<file path="src/rtl/instr_mem_loader_pkg.sv">
// Shared definitions for the boot-time instruction memory loader.
//   - FSM state encoding (state_t plus S_* constants)
//   - BYTES_PER_WORD: bytes assembled into one instruction word
//   - CNT_W: width of the word-count header in the byte stream
//   - max_words(): largest legal word count for a given address width
package instr_mem_loader_pkg;

  localparam int BYTES_PER_WORD = 4;
  localparam int WORD_W         = BYTES_PER_WORD * 8;
  localparam int CNT_W          = 16;

  typedef logic [2:0] state_t;

  localparam state_t S_CNT_HI = 3'd0;
  localparam state_t S_CNT_LO = 3'd1;
  localparam state_t S_DATA   = 3'd2;
  localparam state_t S_WRITE  = 3'd3;
  localparam state_t S_DONE   = 3'd4;
  localparam state_t S_ERR    = 3'd5;

  // One bit wider than the count so that 2^ADDR_W (a legal, memory-filling
  // count) can be represented and compared without overflow.
  function automatic logic [CNT_W:0] max_words(input int addr_w);
    return (CNT_W + 1)'(1) << addr_w;
  endfunction

endpackage

</file>
<file path="src/rtl/instr_mem_loader_word_assembler.sv">
// word_assembler: collects four bytes, first byte most significant.
//   clock, reset_n : system clock, asynchronous active-low reset
//   clear          : restart at byte 0 (start of a new program body)
//   shift_en       : byte_in is taken this cycle
//   byte_in        : incoming byte
//   word           : completed big-endian word; valid while word_done is high
//   word_done      : the byte taken this cycle is the 4th of a word
module word_assembler
  import instr_mem_loader_pkg::*;
(
  input  logic              clock,
  input  logic              reset_n,
  input  logic              clear,
  input  logic              shift_en,
  input  logic [7:0]        byte_in,
  output logic [WORD_W-1:0] word,
  output logic              word_done
);

  // Only the first three bytes need storage; the fourth is combined
  // directly so the word is available in the cycle it arrives.
  logic [WORD_W-9:0] shift_reg;
  logic [1:0]        byte_cnt_reg;

  always_ff @(posedge clock or negedge reset_n) begin
    if (!reset_n) begin
      shift_reg    <= '0;
      byte_cnt_reg <= '0;
    end else if (clear) begin
      byte_cnt_reg <= '0;
    end else if (shift_en) begin
      shift_reg    <= {shift_reg[WORD_W-17:0], byte_in};
      byte_cnt_reg <= byte_cnt_reg + 2'd1;  // wraps 3 -> 0 at word end
    end
  end

  assign word      = {shift_reg, byte_in};
  assign word_done = shift_en && (byte_cnt_reg == 2'd3);

endmodule

</file>
<file path="src/rtl/instr_mem_loader.sv">
// instr_mem_loader: writes a program received as a byte stream into the
// instruction memory, holding the CPU stalled until the load completes.
// Stream: 16-bit big-endian word count N, then N big-endian 32-bit words.
//   clock, reset_n    : system clock, asynchronous active-low reset
//   rx_data/rx_valid  : incoming byte from the UART receiver
//   rx_ready          : byte accepted when rx_valid && rx_ready
//   load_req          : restart a load from S_DONE or S_ERR
//   mem_we/addr/din   : instruction memory write port (addr/din registered)
//   cpu_run           : program loaded, CPU may fetch
//   load_err          : word count exceeded memory size
module instr_mem_loader
  import instr_mem_loader_pkg::*;
#(
  parameter int ADDR_W = 10,
  parameter int DATA_W = 32
) (
  input  logic              clock,
  input  logic              reset_n,
  input  logic [7:0]        rx_data,
  input  logic              rx_valid,
  output logic              rx_ready,
  input  logic              load_req,
  output logic              mem_we,
  output logic [ADDR_W-1:0] mem_addr,
  output logic [DATA_W-1:0] mem_din,
  output logic              cpu_run,
  output logic              load_err
);

  localparam logic [CNT_W:0] MAX_N = max_words(ADDR_W);

  state_t              state_reg, state_next;
  logic [7:0]          cnt_hi_reg;
  logic [CNT_W-1:0]    last_idx_reg;   // N-1, address of the final word
  logic [ADDR_W-1:0]   addr_reg;
  logic [ADDR_W-1:0]   mem_addr_reg;
  logic [DATA_W-1:0]   mem_din_reg;
  logic                cpu_run_reg;

  logic                xfer;
  logic [CNT_W-1:0]    count_in;
  logic                asm_clear;
  logic                asm_shift;
  logic [WORD_W-1:0]   asm_word;
  logic                asm_done;
  logic                is_last;

  assign xfer      = rx_valid && rx_ready;
  assign count_in  = {cnt_hi_reg, rx_data};
  assign asm_clear = xfer && (state_reg == S_CNT_LO);
  assign asm_shift = xfer && (state_reg == S_DATA);
  assign is_last   = (CNT_W'(addr_reg) == last_idx_reg);

  word_assembler u_word_assembler (
    .clock     (clock),
    .reset_n   (reset_n),
    .clear     (asm_clear),
    .shift_en  (asm_shift),
    .byte_in   (rx_data),
    .word      (asm_word),
    .word_done (asm_done)
  );

  always_comb begin
    state_next = state_reg;
    case (state_reg)
      S_CNT_HI: if (xfer) state_next = S_CNT_LO;
      S_CNT_LO: begin
        if (xfer) begin
          if (count_in == '0)
            state_next = S_DONE;
          else if ({1'b0, count_in} > MAX_N)
            state_next = S_ERR;
          else
            state_next = S_DATA;
        end
      end
      S_DATA:   if (asm_done) state_next = S_WRITE;
      S_WRITE:  state_next = is_last ? S_DONE : S_DATA;
      S_DONE,
      S_ERR:    if (load_req) state_next = S_CNT_HI;
      default:  state_next = S_CNT_HI;
    endcase
  end

  always_ff @(posedge clock or negedge reset_n) begin
    if (!reset_n) begin
      state_reg    <= S_CNT_HI;
      cnt_hi_reg   <= '0;
      last_idx_reg <= '0;
      addr_reg     <= '0;
      mem_addr_reg <= '0;
      mem_din_reg  <= '0;
      cpu_run_reg  <= 1'b0;
    end else begin
      state_reg <= state_next;
      // Registered from the state rather than the next state: cpu_run rises
      // one cycle after the final write has landed in memory, and drops as
      // soon as a reload is requested.
      cpu_run_reg <= (state_reg == S_DONE) && !load_req;
      if (xfer && (state_reg == S_CNT_HI))
        cnt_hi_reg <= rx_data;
      if (asm_clear) begin
        last_idx_reg <= count_in - CNT_W'(1);
        addr_reg     <= '0;
      end
      // Capture address and data on the 4th byte so both are stable
      // throughout the S_WRITE cycle and held afterwards.
      if (asm_done) begin
        mem_din_reg  <= DATA_W'(asm_word);
        mem_addr_reg <= addr_reg;
      end
      // The last word ends the load, so a full-memory load never wraps.
      if ((state_reg == S_WRITE) && !is_last)
        addr_reg <= addr_reg + ADDR_W'(1);
    end
  end

  assign rx_ready = (state_reg == S_CNT_HI) || (state_reg == S_CNT_LO) ||
                    (state_reg == S_DATA);
  assign mem_we   = (state_reg == S_WRITE);
  assign mem_addr = mem_addr_reg;
  assign mem_din  = mem_din_reg;
  assign cpu_run  = cpu_run_reg;
  assign load_err = (state_reg == S_ERR);

endmodule

</file>
<file path="config.mk">
export PLATFORM = sky130hd
export DESIGN_NAME = instr_mem_loader
export DESIGN_NICKNAME = d
export VERILOG_FILES = /design/src/rtl/instr_mem_loader_pkg.sv /design/src/rtl/instr_mem_loader_word_assembler.sv /design/src/rtl/instr_mem_loader.sv
export SDC_FILE = /design/constraint.sdc
export NUM_CORES = 1
export LEC_CHECK = 0
export CAP_MARGIN = 10
export CORE_MARGIN = 4
export CORE_UTILIZATION = 40
export CTS_BUF_LIST = sky130_fd_sc_hd__clkbuf_16
export CTS_CLUSTER_DIAMETER = 200
export CTS_CLUSTER_SIZE = 12
export DETAILED_ROUTE_END_ITERATION = 10
export DONT_BUFFER_PORTS = 1
export GPL_TIMING_DRIVEN = 1
export SETUP_SLACK_MARGIN = 0.5
export SYNTH_ARGS = -nofsm -noshare
export SYNTH_HDL_FRONTEND = slang
export SYNTH_SLANG_ARGS = --single-unit
</file>
<file path="constraint.sdc">
create_clock -name clock -period 2.85 [get_ports clock]
set_clock_uncertainty 0.1 [all_clocks]
set_input_delay 0.57 -clock clock [delete_from_list [all_inputs] [get_ports clock]]
set_output_delay 0.57 -clock clock [all_outputs]
set_load 0.02 [all_outputs]
</file>
==> results of run 1 <==
area by class of cell:
type	instances	area (µm²)	area share (%)
timing repair buffer	4	42.5	0.844
clock inverter	7	80.1	1.59
sequential	106	2650	52.6
tap	143	179	3.55
inverter	3	11.3	0.223
clock buffer	9	225	4.47
multi-input combinational	229	1850	36.7
placed cells by master, fill, tap and decap left out, types with 4 or more instances in the layout:
master,Yosys,routed
mux2_2,73,73
nor3_1,4,4
and2_1,4,4
xnor2_1,19,19
a221o_1,4,4
nand2_1,29,29
dfrtp_1,106,106
nor2_1,15,15
nor3b_1,4,4
o21ai_0,14,14
nand3_1,8,8
xor2_1,5,5
clkbuf_16,0,9
cells in the mapped netlist, types with 5 or more instances:
cell | n | area share (%)
o21ai_0 | 14 | 1.5
buf_4 | 5 | 0.81
nor2_1 | 15 | 1.2
nand3_1 | 8 | 0.86
mux2_2 | 73 | 18
dfrtp_1 | 106 | 57
xor2_1 | 5 | 0.94
clkbuf_1 | 5 | 0.40
buf_2 | 5 | 0.54
nand2_1 | 29 | 2.3
xnor2_1 | 19 | 3.6
stage by stage:
step	std cells	power, W
after detailed placement	485	0.00263
after floorplan	358	0.00249
after global routing	501	0.00405
after global placement	485	0.00260
after CTS	501	0.00389
final	501	0.00383
worst max-delay path, delay by kind of cell (launching register included):
kind | cells | cell delay [ns]
AO/OA/AOI/OAI | 2 | 0.73
flip-flops | 1 | 0.41
AND/OR/NAND/NOR | 3 | 0.79
power by group through the flow:
| stage | Clock (W) | Sequential (W) | Combinational [W] |
|---|---|---|---|
| global route | 0.00134 | 0.00201 | 0.000699 |
| finish | 0.00124 | 0.00197 | 0.000613 |
| CTS | 0.00129 | 0.00198 | 0.000625 |
| floorplan | 0 | 0.00193 | 0.000559 |
| global placement | 0 | 0.00200 | 0.000605 |
| detailed placement | 0 | 0.00201 | 0.000624 |
path summary, 6_finish.rpt:
check | depth (start not counted) | slack, ns | end | from
max in group asynchronous | 0 | 2.68 | mem_din[23] | reset_n
setup reg to reg | 5 | 0.74 | addr_reg[4] | last_idx_reg[11]
setup / recovery | 5 | 0.74 | addr_reg[4] | last_idx_reg[11]
min in group clock | 1 | 0.23 | last_idx_reg[0] | rx_data[0]
hold reg to reg | 2 | 0.39 | last_idx_reg[15] | last_idx_reg[15]
hold / removal | 0 | -0.19 | state_reg[2] | reset_n
metal layers:
metal | track usage (%) | vias up | part of all wire, %
li1 | - | 1246 | -
met1 | 16.1 | 1338 | 42
met2 | 22.2 | 49 | 49
met3 | 5.43 | 14 | 6.8
met4 | 5.34 | 0 | 1.7
met5 | 0 | - | 0
cell families after synthesis:
group                      count (synthesis)  share of synthesized area [%]
DFF                                      106                           57.2
and+or+nand+nor                           90                           10.7
muxes                                     76                           18.4
AOI/OAI and AO/OA                         36                           5.40
xor gates and xnor gates                  24                           4.53
buffers and inverters                     23                           2.94
adders and majority gates                  3                          0.810
==> impl_metrics.env, run 1 <==
export IMPL_run_status="finished with violations"
export IMPL_grt_pass1_vias=2724
export IMPL_largest_register_ffs=32
export IMPL_areaGrowthSynthToFinish_pct=8.66
export IMPL_drt_initial_drc_count=138
export IMPL_setup_slack_ns=0.744
export IMPL_holdWs_ns=-0.187
export IMPL_synth_area_mm2=0.00464
export IMPL_synth_fp_nets=373
export IMPL_p_clk_share_pct=32.4
export IMPL_cts_reportedPaths_clkPinSlew_ns=0.08
export IMPL_path_class="register to register"
export IMPL_first_pass_iters=4
export IMPL_final_nets=368
export IMPL_cts_buffer_depth=2
export IMPL_cts_htree_levels=3
export IMPL_tritoncts="built"
export IMPL_swShare_pct=30.2
export IMPL_hold_viol=106
export IMPL_floorplan_rows=39
export IMPL_yosys_warnings=0
export IMPL_dieWidth_um=116
export IMPL_dieArea_mm2=0.0134
export IMPL_grt_usage_pct=13.6
export IMPL_initial_core_util_pct=40.8
export IMPL_worstMarginPinSlew_ns=0.707
export IMPL_io_buffers=0
export IMPL_p_per_area_mw_per_mm2=759
export IMPL_final_area_mm2=0.00504
export IMPL_slew_headroom_pct=52.6
export IMPL_cts_made_buffers=9
export IMPL_worstPathArrival_ns=2.29
export IMPL_power_frac_comb_pct=16.0
export IMPL_post_route_util_pct=44.3
export IMPL_violations="hold timing"
export IMPL_routed_wl_um=8490
export IMPL_avgSynthCellArea_um2=13.0
export IMPL_post_cts_setup_buffers=0
export IMPL_drive_gt1_share_pct=29.9
export IMPL_drc=0
export IMPL_synth_edf_count=0
export IMPL_io_pins=58
export IMPL_globalRouteOverflowTotal=0
export IMPL_async_flop_share_pct=100
export IMPL_netSwitchingPower_w=0.00115
export IMPL_cts_sinks=106
export IMPL_clock_root_buffer="clkbuf_16"
export IMPL_antenna_found_initial=0
export IMPL_route_vias_total=2647
export IMPL_power_frac_seq_pct=51.5
export IMPL_grt_pass1_wl_um=14000
export IMPL_grt_setup_unrepaired="false"
export IMPL_clk_latency_ns=0.35
export IMPL_yosys_most_used_dff="dfrtp_1"
export IMPL_n_antenna_cell=0
export IMPL_post_synth_num_cell_types=48
export IMPL_hp_class="input pin to asynchronous set/reset pin"
export IMPL_via_per_inst=5.28
export IMPL_grt_max_degree=107
export IMPL_p_leak_nw=2.32
export IMPL_fmax_ghz=0.475
export IMPL_crit_chain="nor4_4 > nand4_2 > o31ai_4 > and2_2 > a221o_1"
export IMPL_startpoint_type="register"
export IMPL_critPathRequiredTime_ns=3.03
export IMPL_crit_slowest_cell="o31ai_4"
export IMPL_fin_crit_ns=2.11
export IMPL_fill_cells=1044
export IMPL_die_height_um=116
export IMPL_internal_power_w=0.00267
export IMPL_synth_cells=358
export IMPL_cpPeakStageDelay_ns=0.58
export IMPL_setup_violations=0
export IMPL_hpwl_um=5880
export IMPL_postRouteAntennaNets=0
export IMPL_post_cts_resized=0
export IMPL_yosysSeqAreaShare_pct=57.2
export IMPL_setup_tns_ns=0
export IMPL_ys_ff_latch=106
export IMPL_drt_wirelength_per_cell_um=16.9
export IMPL_ir_drop_uv=463
export IMPL_fin_crit_sh_pct=73.9
export IMPL_place_congestion=0.774
export IMPL_placed_area_mm2=0.00473
export IMPL_path_max_fanout=15
export IMPL_drv_cap=0
export IMPL_core_mm2=0.0114
export IMPL_pre_cts_slack_ns=0.680
export IMPL_endpoint_kind="register"
export IMPL_finalMaxSlewViolations=0
No activity file was read; power rests on OpenSTA's default activity.
==> inputs of run 2 (changes only) <==
==> constraint.sdc (replaced) <==
create_clock -name clock -period 2.1 [get_ports clock]
set_clock_uncertainty 0.1 [all_clocks]
set_input_delay 0.42 -clock clock [delete_from_list [all_inputs] [get_ports clock]]
set_output_delay 0.42 -clock clock [all_outputs]
set_load 0.02 [all_outputs]
==> run 2 against run 1 <==
Effect of this change:
- utilization rose by 8.1 points
- flip-flop and latch count did not move
- the run still ends with hold timing left
- critical path depth did not move
- non-clock buffer count rose by 37
- cell area rose by 18%
- sequential share of layout area fell by 8.0 points
- largest power group unchanged
- first-iteration DRC count rose by 11%
- highest routed layer unchanged
==> impl_metrics.env, run 2 (synthesis gave the netlist of run 1 again) <==
export IMPL_crit_chain="ha_2 > nand3_1 > or2_2 > and2_1 > a221o_1"
export IMPL_r2r_start="addr_reg[0]"
export IMPL_core_mm2=0.0114
export IMPL_swShare_pct=30.0
export IMPL_path_buf_inv=0
export IMPL_post_route_util_pct=52.4
export IMPL_crit_family="simple AND/OR/NAND/NOR gates"
export IMPL_internal_power_w=0.00388
export IMPL_antenna_found_initial=0
export IMPL_slew_headroom_pct=68.2
export IMPL_cts_sinks=106
export IMPL_fin_crit_sh_pct=87.2
export IMPL_crit_path_end="addr_reg[6]"
export IMPL_dieWidth_um=116
export IMPL_p_leak_nw=2.65
export IMPL_cts_htree_levels=3
export IMPL_drive_gt1_share_pct=45.4
export IMPL_floorplan_rows=39
export IMPL_setup_violations=0
export IMPL_crit_start="addr_reg[0]"
export IMPL_worstMarginPinSlew_ns=0.476
export IMPL_reg2reg_depth=5
export IMPL_io_pins=58
export IMPL_grt_pass1_vias=2850
export IMPL_regToRegSetupSlack_ns=0.27
export IMPL_drv_cap=0
export IMPL_cpPeakStageDelay_ns=0.43
export IMPL_final_common_cell="dfrtp_1"
export IMPL_route_vias_total=2885
export IMPL_final_nets=412
export IMPL_power_frac_seq_pct=49.2
export IMPL_critPathRequiredTime_ns=2.23
export IMPL_drt_initial_drc_count=153
export IMPL_drt_wirelength_per_cell_um=19.3
export IMPL_grt_max_degree=107
export IMPL_r2r_end="addr_reg[6]"
export IMPL_placed_area_mm2=0.00495
export IMPL_violations="hold timing"
export IMPL_largest_register_ffs=32
export IMPL_first_pass_iters=4
export IMPL_cts_buffer_depth=2
export IMPL_clk_latency_ns=0.35
export IMPL_io_buffers=0
export IMPL_p_per_area_mw_per_mm2=931
export IMPL_n_antenna_cell=0
export IMPL_crit_slowest_cell="dfrtp_2"
export IMPL_dieArea_mm2=0.0134
export IMPL_final_area_mm2=0.00596
export IMPL_fill_cells=942
export IMPL_run_status="finished with violations"
export IMPL_path_class="register to register"
export IMPL_fmax_ghz=0.546
export IMPL_hp_class="input pin to asynchronous set/reset pin"
export IMPL_die_height_um=116
export IMPL_worstPathArrival_ns=1.96
export IMPL_grt_setup_unrepaired="true"
export IMPL_grt_usage_pct=16.4
export IMPL_initial_core_util_pct=40.8
export IMPL_fin_crit_ns=1.83
export IMPL_grt_pass1_wl_um=16500
export IMPL_hold_viol=106
export IMPL_areaGrowthSynthToFinish_pct=28.6
export IMPL_ir_drop_uv=554
export IMPL_clock_root_buffer="clkbuf_16"
export IMPL_tritoncts="built"
export IMPL_cts_made_buffers=9
export IMPL_setup_tns_ns=0
export IMPL_finalMaxSlewViolations=0
export IMPL_power_frac_comb_pct=22.8
export IMPL_drc=0
export IMPL_path_max_fanout=7
export IMPL_cts_reportedPaths_clkPinSlew_ns=0.07
export IMPL_via_per_inst=5.30
export IMPL_endpoint_kind="register"
export IMPL_postRouteAntennaNets=0
export IMPL_holdWs_ns=-0.337
export IMPL_netSwitchingPower_w=0.00167
export IMPL_routed_wl_um=10500
export IMPL_place_congestion=0.771
export IMPL_path_depth=5
export IMPL_hpwl_um=5860
export IMPL_p_clk_share_pct=28.1
export IMPL_startpoint_type="register"
export IMPL_layout_common_cells="99 x dfrtp_1, 40 x mux2_4, 34 x mux2_2"
export IMPL_globalRouteOverflowTotal=0
run 2: changes by cell type in the layout (fill, tap and decap cells not counted), sizes merged:
cell	previous run	this run
clkinvlp	1	2
nand2	30	37
buf	4	41
inv	7	5
run 2: metal layers:
metal  global-route usage, %  wire length, µm  vias up
li1                        -                -     1348
met1                    22.8             4910     1447
met2                    24.7             4790       72
met3                    4.96              573       18
met4                    5.57              218        0
met5                       0                0        -
run 2: worst min path at each step:
stage,startpoint,endpoint,depth (start not counted)
final,reset_n,mem_addr[3],0
after global routing,reset_n,addr_reg[5],0
after CTS,reset_n,mem_addr[3],0
after detailed placement,reset_n,mem_addr[3],0
after global placement,reset_n,mem_addr[3],0
after floorplan,reset_n,addr_reg[0],0
run 2: power groups by stage:
stage,combinational [W],clock [W],sequential [W]
floorplan,0.000822,0,0.00263
global placement,0.000896,0,0.00272
detailed placement,0.000920,0,0.00273
CTS,0.00109,0.00160,0.00271
global route,0.00138,0.00169,0.00277
finish,0.00126,0.00156,0.00273
run 2: layout make-up:
| class | count | area (µm²) | share of cell area [%] |
|---|---|---|---|
| inverter | 3 | 11.3 | 0.189 |
| multi-input combinational | 236 | 2310 | 38.7 |
| timing repair buffer | 41 | 534 | 8.96 |
| clock buffer | 9 | 225 | 3.78 |
| tap | 143 | 179 | 3.00 |
| sequential | 106 | 2660 | 44.6 |
| clock inverter | 6 | 41.3 | 0.693 |
run 2: metrics by stage:
step           instances  power, W  setup WS (ns)  hold WS, ns
2_1_floorplan        358   0.00345          0.302       0.0244
6_report             544   0.00555          0.268       -0.337
3_5_place_dp         492   0.00365          0.133       0.0262
5_1_grt              544   0.00584          0.206       -0.352
3_3_place_gp         492   0.00362          0.202       0.0269
4_1_cts              540   0.00540          0.250       -0.352
run 2: what timing repair did:
| action | in CTS | in global routing |
|---|---|---|
| setup buffers | 22 | 4 |
| endpoints found under the hold margin | 106 | 106 |
| setup endpoints to repair | 79 | 108 |
| resized for setup | 50 | 36 |
| pin swaps | 13 | 13 |
| cloned | 11 | 0 |
